`src/rtl/multicycle_pkg.sv`:
```
// Shared types and encodings for the multi-cycle MIPS control FSM and its helpers.
package multicycle_pkg;

    typedef enum logic [3:0] {
        StIdle   = 4'd0,
        StFetch  = 4'd1,
        StDecode = 4'd2,
        StAddr   = 4'd3,
        StMemRd  = 4'd4,
        StMemWr  = 4'd5,
        StWbMem  = 4'd6,
        StExecR  = 4'd7,
        StWbR    = 4'd8,
        StExecI  = 4'd9,
        StWbI    = 4'd10,
        StBranch = 4'd11,
        StErr    = 4'd12,
        StJump   = 4'd13
    } state_e;

    localparam logic [5:0] OpRType = 6'b000000;
    localparam logic [5:0] OpAddi  = 6'b001000;
    localparam logic [5:0] OpLw    = 6'b100011;
    localparam logic [5:0] OpSw    = 6'b101011;
    localparam logic [5:0] OpBeq   = 6'b000100;
    localparam logic [5:0] OpJ     = 6'b000010;

    localparam logic [1:0] PcSrcAlu    = 2'd0;
    localparam logic [1:0] PcSrcAluOut = 2'd1;
    localparam logic [1:0] PcSrcJump   = 2'd2;

    localparam logic [1:0] SrcBRt    = 2'd0;
    localparam logic [1:0] SrcBFour  = 2'd1;
    localparam logic [1:0] SrcBImm   = 2'd2;
    localparam logic [1:0] SrcBImmSh = 2'd3;

    localparam logic [1:0] AluAdd   = 2'd0;
    localparam logic [1:0] AluSub   = 2'd1;
    localparam logic [1:0] AluFunct = 2'd2;

    // States in which the FSM waits on the memory handshake.
    function automatic logic is_wait_state(input state_e s);
        return (s == StFetch) || (s == StMemRd) || (s == StMemWr);
    endfunction

endpackage

```
`src/rtl/mc_wait_timer.sv`:
```
// Counts cycles spent waiting for a memory acknowledge; flags the last allowed cycle.
module mc_wait_timer #(
    parameter int unsigned ACK_TIMEOUT = 255
) (
    input  logic clk_i,
    input  logic rst_i,
    input  logic clr_i,
    input  logic en_i,
    output logic expired_o
);

    localparam int unsigned CntW    = (ACK_TIMEOUT > 1) ? $clog2(ACK_TIMEOUT) : 1;
    localparam logic [CntW-1:0] LastCnt = CntW'(ACK_TIMEOUT - 1);
    localparam bit Enabled = (ACK_TIMEOUT != 0);

    logic [CntW-1:0] cnt_q, cnt_d;

    always_comb begin
        cnt_d = cnt_q;
        if (clr_i) begin
            cnt_d = '0;
        end else if (en_i) begin
            cnt_d = cnt_q + CntW'(1);
        end
    end

    always_ff @(posedge clk_i or negedge rst_i) begin
        if (!rst_i) begin
            cnt_q <= '0;
        end else begin
            cnt_q <= cnt_d;
        end
    end

    assign expired_o = Enabled && (cnt_q == LastCnt);

endmodule

```
`src/rtl/multicycle_ctrl.sv`:
```
// Control FSM sequencing a shared multi-cycle MIPS datapath with a handshaked memory port.
module multicycle_ctrl
    import multicycle_pkg::*;
#(
    parameter int unsigned ACK_TIMEOUT = 255,
    parameter int unsigned CNT_W       = 32
) (
    input  logic             clk_i,
    input  logic             rst_i,
    input  logic             start_i,
    input  logic [5:0]       op_i,
    input  logic             zero_i,
    input  logic             mem_ack_i,
    output logic             mem_req_o,
    output logic             mem_we_o,
    output logic             iord_o,
    output logic             ir_write_o,
    output logic             pc_write_o,
    output logic [1:0]       pc_src_o,
    output logic             alu_src_a_o,
    output logic [1:0]       alu_src_b_o,
    output logic [1:0]       alu_op_o,
    output logic             reg_write_o,
    output logic             reg_dst_o,
    output logic             mem_to_reg_o,
    output logic             busy_o,
    output logic             err_o,
    output logic [3:0]       state_o,
    output logic [CNT_W-1:0] inst_cnt_o
);

    state_e           state_q, state_d;
    logic [CNT_W-1:0] cnt_q, cnt_d;
    logic             retire;
    logic             expired;

    mc_wait_timer #(
        .ACK_TIMEOUT(ACK_TIMEOUT)
    ) u_wait_timer (
        .clk_i    (clk_i),
        .rst_i    (rst_i),
        .clr_i    (state_d != state_q),
        .en_i     (is_wait_state(state_q) && !mem_ack_i),
        .expired_o(expired)
    );

    always_comb begin
        state_d      = state_q;
        retire       = 1'b0;
        mem_req_o    = 1'b0;
        mem_we_o     = 1'b0;
        iord_o       = 1'b0;
        ir_write_o   = 1'b0;
        pc_write_o   = 1'b0;
        pc_src_o     = PcSrcAlu;
        alu_src_a_o  = 1'b0;
        alu_src_b_o  = SrcBRt;
        alu_op_o     = AluAdd;
        reg_write_o  = 1'b0;
        reg_dst_o    = 1'b0;
        mem_to_reg_o = 1'b0;
        case (state_q)
            StIdle: if (start_i) state_d = StFetch;
            StFetch: begin
                mem_req_o   = 1'b1;
                alu_src_b_o = SrcBFour;
                if (mem_ack_i) begin
                    ir_write_o = 1'b1;
                    pc_write_o = 1'b1;
                    state_d    = StDecode;
                end else if (expired) begin
                    state_d = StErr;
                end
            end
            StDecode: begin
                alu_src_b_o = SrcBImmSh;
                case (op_i)
                    OpRType:     state_d = StExecR;
                    OpAddi:      state_d = StExecI;
                    OpLw, OpSw:  state_d = StAddr;
                    OpBeq:       state_d = StBranch;
                    OpJ:         state_d = StJump;
                    default:     state_d = StErr;
                endcase
            end
            StAddr: begin
                alu_src_a_o = 1'b1;
                alu_src_b_o = SrcBImm;
                state_d     = (op_i == OpSw) ? StMemWr : StMemRd;
            end
            StMemRd: begin
                mem_req_o = 1'b1;
                iord_o    = 1'b1;
                if (mem_ack_i)    state_d = StWbMem;
                else if (expired) state_d = StErr;
            end
            StMemWr: begin
                mem_req_o = 1'b1;
                mem_we_o  = 1'b1;
                iord_o    = 1'b1;
                if (mem_ack_i)    retire  = 1'b1;
                else if (expired) state_d = StErr;
            end
            StWbMem: begin
                reg_write_o  = 1'b1;
                mem_to_reg_o = 1'b1;
                retire       = 1'b1;
            end
            StExecR: begin
                alu_src_a_o = 1'b1;
                alu_op_o    = AluFunct;
                state_d     = StWbR;
            end
            StWbR: begin
                reg_write_o = 1'b1;
                reg_dst_o   = 1'b1;
                retire      = 1'b1;
            end
            StExecI: begin
                alu_src_a_o = 1'b1;
                alu_src_b_o = SrcBImm;
                state_d     = StWbI;
            end
            StWbI: begin
                reg_write_o = 1'b1;
                retire      = 1'b1;
            end
            StBranch: begin
                alu_src_a_o = 1'b1;
                alu_op_o    = AluSub;
                pc_src_o    = PcSrcAluOut;
                pc_write_o  = zero_i;
                retire      = 1'b1;
            end
            StJump: begin
                pc_write_o = 1'b1;
                pc_src_o   = PcSrcJump;
                retire     = 1'b1;
            end
            StErr:   state_d = StErr;
            default: state_d = StIdle;
        endcase
        // Retirement always completes the instruction; start_i only picks what follows.
        if (retire) state_d = start_i ? StFetch : StIdle;
        cnt_d = retire ? cnt_q + CNT_W'(1) : cnt_q;
    end

    always_ff @(posedge clk_i or negedge rst_i) begin
        if (!rst_i) begin
            state_q <= StIdle;
            cnt_q   <= '0;
        end else begin
            state_q <= state_d;
            cnt_q   <= cnt_d;
        end
    end

    assign busy_o     = (state_q != StIdle) && (state_q != StErr);
    assign err_o      = (state_q == StErr);
    assign state_o    = state_q;
    assign inst_cnt_o = cnt_q;

endmodule

```
`config.mk`:
```
export PLATFORM = sky130hd
export DESIGN_NAME = multicycle_ctrl
export DESIGN_NICKNAME = d
export VERILOG_FILES = /design/src/rtl/multicycle_pkg.sv /design/src/rtl/mc_wait_timer.sv /design/src/rtl/multicycle_ctrl.sv
export SDC_FILE = /design/constraint.sdc
export NUM_CORES = 1
export LEC_CHECK = 0
export BUFFER_PORTS_ARGS = -buffer_cell sky130_fd_sc_hd__buf_2
export CAP_MARGIN = 20
export CORE_MARGIN = 2
export CORE_UTILIZATION = 40
export CTS_CLUSTER_DIAMETER = 50
export CTS_CLUSTER_SIZE = 14
export DETAILED_ROUTE_END_ITERATION = 6
export GPL_TIMING_DRIVEN = 0
export PLACE_DENSITY = 0.63
export SLEW_MARGIN = 20
export SYNTH_ARGS = -nofsm -noshare
export SYNTH_HDL_FRONTEND = slang
export SYNTH_SLANG_ARGS = --single-unit
```
`constraint.sdc`:
```
create_clock -name clk_i -period 3.1 [get_ports clk_i]
set_clock_uncertainty 0.15 [all_clocks]
set_input_delay 0 -clock clk_i [delete_from_list [all_inputs] [get_ports clk_i]]
set_output_delay 0 -clock clk_i [all_outputs]
set_load 0.02 [all_outputs]
```
# Word level (Yosys, flattened, before mapping)
# Cells that the tools add are included.
[word_totals]
in_bits = 11
ff_bits = 44
[classes]
n_mux = 26
reduce_logical = 16
add_sub_neg = 2
n_eq_ne = 21
[ops]
columns = ["cell", "count"]
rows = [
  ["4-bit one-hot mux with 10 select lines", 1],
  ["32-bit by 1-bit adder with 32-bit output, second input constant", 1],
  ["4-bit equality test, second input constant", 6],
  ["4-bit two-way mux", 6],
  ["4-bit one-hot mux with 5 select lines", 1],
  ["4-bit by 3-bit equality test with 1-bit output, second input constant", 4],
  ["8-bit two-way mux", 2],
  ["6-bit equality test, second input constant", 2],
  ["1-bit two-way mux", 11],
  ["8-bit by 1-bit adder with 8-bit output, second input constant", 1],
  ["4-bit by 2-bit equality test with 1-bit output, second input constant", 2],
  ["8-bit equality test, second input constant", 1],
  ["2-bit one-hot mux with 2 select lines", 2],
  ["6-bit by 2-bit equality test with 1-bit output, second input constant", 1],
  ["6-bit by 3-bit equality test with 1-bit output, second input constant", 1],
  ["6-bit by 4-bit equality test with 1-bit output, second input constant", 1],
  ["6-bit zero test", 1],
  ["2-bit one-hot mux with 3 select lines", 1],
  ["2-bit OR reduction", 3],
  ["3-bit OR reduction", 2],
  ["5-bit OR reduction", 1],
  ["4-bit by 1-bit equality test with 1-bit output, second input constant", 1],
  ["4-bit zero test", 1],
  ["4-bit inequality test", 1],
  ["9 further kinds", 11],
]

# Depth between registers and ports, before layout
# Gate-level depths: netlist of run 1.
[logic_depth]
depth_word = 7
ltp_mapped = 8
mapped_depth_nobuf = 8

# By module
# Synthesis of run 1 repeated with hierarchy kept, for this count alone.
[hier_totals]
cells_unflattened = 271
hier_area_um2 = 2596.2
[modules_own_cells]
columns = ["module", "cells_per_inst", "area_each_um2", "n_inst"]
rows = [
  ["multicycle_ctrl", 230, 2185.8, 1],
  ["mc_wait_timer", 41, 410.4, 1],
]

# Worst setup path after synthesis of run 1
# OpenSTA, ideal clock, no wires.
[synth_timing]
path_kind = "reg-to-reg"
from = "register state_q[2], in the netlist state_o[2]"
to = "register u_wait_timer.cnt_q[1]"
path_buffers = 2
setup_slack_ns = 0.900
stages_incl_launch_ff = 9
setup_time_ns = 0.087
arrival_time_ns = 1.963
period_less_slack_ns = 2.200
path_cell_list = "dfrtp_1 > buf_6 > buf_6 > nor2_4 > nor3_1 > a221o_1 > a211oi_4 > o311ai_4 > a211oi_2"
[synth_between]
elab_chain_cells = 6
word_cells_on_any_way = 29
cone_classes = "eq/ne: 14; mux: 9; reduce/logical: 6"
[synth_lines]
columns = ["element", "line", "text"]
rows = [
  ["from (decl)", "multicycle_ctrl.sv:32", "state_e state_q, state_d;"],
  ["from (signal assigned)", "multicycle_ctrl.sv:150", "state_q <= StIdle;"],
  ["from (signal assigned)", "multicycle_ctrl.sv:153", "state_q <= state_d;"],
  ["4-bit equality test, or another cell as far along", "multicycle_ctrl.sv:62", "case (state_q)"],
  ["5-bit OR reduction (no source line), or another cell as far along", "n/a", ""],
  ["4-bit one-hot mux with 10 select lines or 1-bit one-hot mux with 2 select lines (tied branches)", "multicycle_ctrl.sv:62", ""],
  ["4-bit two-way mux", "multicycle_ctrl.sv:144", "if (retire) state_d = start_i ? StFetch : StIdle;"],
  ["4-bit inequality test", "multicycle_ctrl.sv:42", ".clr_i (state_d != state_q),"],
  ["8-bit two-way mux or 2-bit nonzero test (tied branches)", "n/a", ""],
  ["to (signal assigned)", "mc_wait_timer.sv:31", "cnt_q <= cnt_d;"],
  ["to (decl)", "mc_wait_timer.sv:16", "logic [CntW-1:0] cnt_q, cnt_d;"],
]
# Parallel ways exist; a longest one is shown, timed or not.
# A chain may end at the register's enable or synchronous reset.

# Worst setup path in the final report of run 1
[layout_timing]
from = "register state_q[2], in the netlist state_o[2]"
to = "register u_wait_timer.cnt_q[7]"
# Same word-level chain as after synthesis.

==> out/results.ini, run 1 <==
[floorplan]
start_util_pct=41.3
die_h_um=85.0
rows=29
die_area_um2=7220
core_um2=6350
die_w_um=85.0
io_pins=64

[timing]
period_share_pct=78.4
report.final.slew_viol_count=0
worst_slew_pin_slew_ns=0.550
hold_slack_ns=0.0738
fin_setup_tns_ns=0
hold_viol=0
max_slew_margin_pct=63.1
final.setup.worst_slack_ns=0.671
setup_viol=0
period_minus_slack_ns=2.43
max_freq_mhz=412
grt_setup_unrepaired=false

[synth]
yosys_warnings=0
synth-simple-area-share_pct=26.5
synth-xor-area-share_pct=13.0
syn-mean-instance-area_um2=9.90
synth_top_area_cell=dfrtp_1
synth_seq_cells=44
muxShareOfSynthArea_pct=0.429
seq_area_frac_synth_pct=42.0
synth_compound_area_share_pct=12.4
synth_top_area_share_pct=42.0
syn_inst=265
synthAdderAreaFrac_pct=1.81
syn_nets=279
synth-edff-count=0
ys.flop_type=dfrtp_1
async_reset_ff_share_pct=100
syn_area_um2=2620
synth.area.top_cells=dfrtp_1, xnor2_1, xor2_1, nor2_1, nand2_1
ys_types=57
synth_top_family_by_area=simple AND/OR/NAND/NOR gates

[detailed_routing]
wl_met3_um=405
num_vias=2181
routed_wl_um=5750
drc=0
firstDrtPassIters=4
top_layer=met4
drtIter0Drc=98
wl_met1_um=2690
vias_per_cell=5.24
routed-wl-met2_um=2600
wl_per_cell_um=13.8
ant_nets=0

[clock_network]
numCtsBuffers=5
clock_sinks=44
cts-resized-gates=0
cts_tree=done
post_cts_buffers=0
ctsHoldBuffers=3
cts_htree_levels=2
path_clk_slew_ns=0.09
clock-root-buffer=clkbuf_8
clk_path_buf_depth=2
worstSkewPairLatency_ns=0.30

[global_route]
globalRouteOverflowTotal=0
grt_pass1_wl_um=9800
antenna_found_initial=0
grtUsageTotal_pct=16.7
grt_max_degree=45
grt_pass1_vias=2075

[placement]
port_buffers=63
place_hpwl_um=4270
pre_cts_slack_ns=0.684
gp_congestion=0.829

[cells_and_area]
syn_to_final_growth_pct=21.6
fin_nets=352
nFillCells=611
insertedDiodeCount=0
layout-drive-gt1-share_pct=28.9
final_util_pct=50.2

[min_path]
hp-class=input pin to asynchronous set/reset pin

[power]
power_density_nw_per_um2=782
ir_worst_vdd_uv=666
p_leak_nw=1.56

[setup_path]
crit_type=flip-flop to flip-flop
r2r-start=state_o[2]
worstSetupStartpointType=flip-flop
endpoint_kind=flip-flop
cp.required_ns=3.11
r2r_slack_ns=0.67
crit_arrival_ns=2.44
crit_fanout=8
r2r-end=u_wait_timer.cnt_q[7]
worst-r2r-cell-count=6

[outcome]
status=complete, no violations

[job]
max_cap_violations=0

-- flip-flops by register name, summed over array words and instances, names as in the netlist --
| name | flops |
|---|---|
| state_o | 4 |
| u_wait_timer.cnt_q | 8 |
| inst_cnt_o | 32 |
-- per-layer routing --
metal | vias to the layer above | track usage [%]
met2 | 65 | 26.4
met5 | - | 0
met3 | 6 | 4.09
li1 | 1088 | -
met1 | 1022 | 23.0
met4 | 0 | 4.33
-- power breakdown --
part | leakage, nW | internal, mW | total [mW] | switching [mW]
sequential | 0.601 | 0.642 | 0.739 | 0.0974
clock | 0.0614 | 0.264 | 0.465 | 0.201
combinational | 0.901 | 0.499 | 1.29 | 0.792
-- synth_stat cells, types with 2 or more instances --
cell type / number
and3_1: 9
o21a_1: 2
and4_1: 4
or4_1: 2
or2_2: 2
nand2_1: 23
o31ai_2: 2
nor2_1: 28
xnor2_1: 23
xor2_1: 16
o22ai_1: 2
a31oi_1: 2
nor3_1: 11
or4b_1: 2
nand3_1: 11
buf_6: 5
nand4_1: 9
a211oi_1: 2
clkbuf_1: 3
a221o_1: 2
nand4b_1: 2
inv_1: 5
ha_1: 3
a21oi_1: 5
o21ai_1: 2
a21boi_0: 2
buf_4: 2
nor2b_1: 4
o21ai_0: 7
dfrtp_1: 44
nand2b_1: 3
-- cell type report --
type | count | area [um^2] | area share [%]
Inverter | 5 | 18.8 | 0.588
Buffer | 10 | 82.6 | 2.59
Sequential cell | 44 | 1100 | 34.5
Timing Repair Buffer | 66 | 348 | 10.9
Clock buffer | 6 | 82.6 | 2.59
Tap cell | 77 | 96.3 | 3.02
Multi-Input combinational cell | 206 | 1420 | 44.6
Clock inverter | 2 | 38.8 | 1.22
-- cell families (layout without fill, tap and decap cells) --
| logic type | count (synthesis) | in the layout |
|---|---|---|
| XOR/XNOR | 39 | 39 |
| AO/OA/AOI/OAI | 39 | 39 |
| flip-flops | 44 | 44 |
| AND/OR/NAND/NOR | 123 | 123 |
| adder cells (fa/ha/maj) | 4 | 4 |
| buffers and inverters | 15 | 89 |
| multiplexers | 1 | 1 |
-- worst max path at each step --
| stage | startpoint | endpoint | slack, ns | cells after the start |
|---|---|---|---|---|
| 2_1_floorplan | state_o[2] | u_wait_timer.cnt_q[1] | 0.90 | 8 |
| 3_5_place_dp | state_o[2] | u_wait_timer.cnt_q[7] | 0.68 | 6 |
| 6_report | state_o[2] | u_wait_timer.cnt_q[7] | 0.67 | 6 |
| 4_1_cts | state_o[2] | u_wait_timer.cnt_q[7] | 0.68 | 6 |
| 5_1_grt | state_o[2] | u_wait_timer.cnt_q[4] | 0.56 | 6 |
| 3_3_place_gp | state_o[1] | inst_cnt_o[26] | 0.71 | 6 |
-- metrics by stage --
stage               area [um^2]  power [mW]  cells
floorplan                  2620        1.70    265
global placement           3040        2.03    405
detailed placement         3040        2.04    405
CTS                        3190        2.52    416
global route               3190        2.67    416
finish                     3190        2.49    416
-- critical path: stages, from the launching register on --
cell and delay, ns:
dfrtp_1 0.43, or4b_1 0.58, o31ai_2 0.25, a211oi_1 0.14
and4_4 0.24, o311ai_4 0.40, nor2_1 0.10
-- cell usage in the layout (no fill, tap or decap), drive strengths merged, types with 2 or more instances in the layout --
| cell type | count |
|---|---|
| nor4 | 3 |
| or4b | 2 |
| dfrtp | 44 |
| a211oi | 4 |
| and3 | 11 |
| clkbuf | 9 |
| nand4b | 2 |
| nor3 | 13 |
| o21ai | 9 |
| or4 | 2 |
| a221o | 2 |
| nor2 | 29 |
| a21boi | 2 |
| and4 | 5 |
| a21oi | 5 |
| o21a | 2 |
| a31oi | 2 |
| inv | 5 |
| xnor2 | 23 |
| xor2 | 16 |
| nand4 | 9 |
| o31ai | 2 |
| dlygate4sd3 | 3 |
| nand3 | 11 |
| o22ai | 2 |
| ha | 3 |
| or2 | 3 |
| nand2 | 23 |
| nand2b | 3 |
| buf | 70 |
| nor2b | 4 |
Note: power is estimated with default switching activity, not from simulation.
==> run 2, diff against run 1 <==
==> constraint.sdc (replaced) <==
create_clock -name clk_i -period 2.3 [get_ports clk_i]
set_clock_uncertainty 0.15 [all_clocks]
set_input_delay 0 -clock clk_i [delete_from_list [all_inputs] [get_ports clk_i]]
set_output_delay 0 -clock clk_i [all_outputs]
set_load 0.02 [all_outputs]
==> out/results.ini, run 2 (synthesis gave the netlist of run 1 again) <==
[outcome]
status=finished with violations
failed_checks=negative hold slack

[clock_network]
cts_tree=done
numCtsBuffers=5  ; unchanged
clock_sinks=44  ; unchanged
worstSkewPairLatency_ns=0.30  ; about the same
clock-root-buffer=clkbuf_8
clk_path_buf_depth=2  ; unchanged
path_clk_slew_ns=0.09  ; about the same
cts_htree_levels=2  ; unchanged

[cells_and_area]
insertedDiodeCount=0  ; unchanged
fin_nets=354  ; +0.57%
final_cells=418  ; +0.48%
layout_common_cells=buf_2, dfrtp_1, nor2_1
syn_to_final_growth_pct=24.8
layout-drive-gt1-share_pct=33.4  ; +4.5 points
final_util_pct=51.6  ; +1.4 points
nFillCells=605  ; -0.98%
largest_register_ff_count=32  ; unchanged
final_common_cell=buf_2
final_area_um2=3280  ; +2.7%

[detailed_routing]
drtIter0Drc=68  ; -31%
routed_wl_um=5790  ; +0.80%
drc=0  ; unchanged
num_vias=2204  ; +1.1%
ant_nets=0  ; unchanged
firstDrtPassIters=4  ; unchanged
wl_per_cell_um=13.9  ; +0.32%
vias_per_cell=5.27  ; +0.57%

[power]
p_leak_nw=1.59  ; +1.9%
power_density_nw_per_um2=1070  ; +37%
power_report.internal_total_mw=1.99  ; +42%
power.total_mw=3.51  ; +41%
p_clk_share_pct=17.8  ; -0.8 points
power.switching_mw=1.52  ; +39%
ir_worst_vdd_uv=980  ; +47%
combinationalPowerShare_pct=53.9  ; +2.2 points
seqPwrFrac_pct=28.3  ; -1.3 points
switching_share_pct=43.2  ; -0.49 points

[floorplan]
die_w_um=85.0  ; unchanged
io_pins=64  ; unchanged
die_area_um2=7220  ; unchanged
core_um2=6350  ; unchanged
die_h_um=85.0  ; unchanged
start_util_pct=41.3  ; unchanged
rows=29  ; unchanged

[placement]
gp_congestion=0.829  ; unchanged
port_buffers=63  ; unchanged
placed_cell_area_um2=3040  ; unchanged
dp_cells=405  ; unchanged
place_hpwl_um=4270  ; unchanged

[setup_path]
worstSetupStartpointType=flip-flop
cp.required_ns=2.37  ; -0.74 ns
endpoint_kind=flip-flop
crit_type=flip-flop to flip-flop
crit_arrival_ns=2.34  ; -0.10 ns
crit_fanout=8  ; unchanged

[timing]
hold_slack_ns=-0.0304  ; -0.104 ns
grt_setup_unrepaired=true
max_freq_mhz=439  ; +6.7%
fin_setup_tns_ns=0  ; unchanged
max_slew_margin_pct=63.3  ; +0.18 points
worst_slew_pin_slew_ns=0.551  ; +0.000680 ns
period_share_pct=99.0  ; +21 points
hold_viol=1  ; +1
setup_viol=0  ; unchanged
report.final.slew_viol_count=0  ; unchanged
period_minus_slack_ns=2.28  ; -0.152 ns

[global_route]
globalRouteOverflowTotal=0  ; unchanged
grtUsageTotal_pct=16.7  ; +0.041 points
grt_pass1_wl_um=9830  ; +0.28%
grt_max_degree=45  ; unchanged
antenna_found_initial=0  ; unchanged
grt_pass1_vias=2092  ; +0.82%

[min_path]
hp-class=input pin to flip-flop

[job]
max_cap_violations=0  ; unchanged

[run 2: changes by cell type in the layout (fill, tap and decap cells not counted), sizes merged]
cell,change
inv,-1
buf,+2
clkinvlp,+1
[run 2: path summary, 6_finish.rpt]
kind,start,endpoint,slack [ns],cells after the start
max,u_wait_timer.cnt_q[1],u_wait_timer.cnt_q[1],0.02,8
min,op_i[4],state_o[1],-0.03,4
max reg2reg,u_wait_timer.cnt_q[1],u_wait_timer.cnt_q[1],0.02,8
min reg2reg,inst_cnt_o[31],inst_cnt_o[31],0.32,1
max in group asynchronous,rst_i,inst_cnt_o[1],1.54,2
min in group asynchronous,rst_i,u_wait_timer.cnt_q[5],0.08,2
[run 2: timing repair]
| action | 4_1_cts | 5_1_grt |
|---|---|---|
| gates resized for setup | 6 | 13 |
| pin swaps | 6 | 3 |
| setup buffers | 2 | 0 |
| setup endpoints to repair | 15 | 17 |
| hold buffers | 3 | 0 |
| hold endpoints to repair | 46 | 0 |
| cloned | 0 | 0 |
[run 2: layout make-up]
class / count / area, um^2 / area share [%]
inverter: 5 / 22.5 / 0.688
buffer: 10 / 85.1 / 2.60
clock inverter: 2 / 38.8 / 1.18
clock buffer: 6 / 82.6 / 2.52
multi-input combinational: 206 / 1470 / 45.0
tap: 77 / 96.3 / 2.94
sequential: 44 / 1100 / 33.6
timing repair buffer: 68 / 375 / 11.5
[run 2: per-stage QoR]
| stage | hold WS, ns | setup WS, ns |
|---|---|---|
| final | -0.0304 | 0.0235 |
| after global routing | 0.0380 | -0.0470 |
| after CTS | 0.0675 | 0.00360 |
| after detailed placement | 0.0760 | -0.116 |
| after global placement | 0.0761 | -0.0949 |
| after floorplan | -0.446 | 0.0999 |
[run 2: metal layers]
layer	wire, um	vias up	part of all wire [%]	GRT usage, %
met1	2760	1049	48	22.9
met4	58	0	1.0	4.33
li1	-	1096	-	-
met2	2630	53	45	26.8
met3	348	6	6.0	4.09
met5	0	-	0	0
[run 2: critical path: stages (launching register included)]
cell      delay, ns
dfrtp_1        0.42
ha_1           0.18
and3_2         0.18
and3_4         0.18
a221o_1        0.37
a211oi_4       0.21
o311ai_4       0.14
buf_12         0.16
a211oi_2       0.19
[run 2: power by group through the flow]
stage          logic (mW)  clock network (mW)  registers [mW]
3_5_place_dp         1.74                   0            1.01
4_1_cts              1.85               0.649           0.995
2_1_floorplan        1.22                   0            1.08
6_report             1.89               0.626           0.993
5_1_grt              2.06               0.677            1.01
3_3_place_gp         1.73                   0            1.01
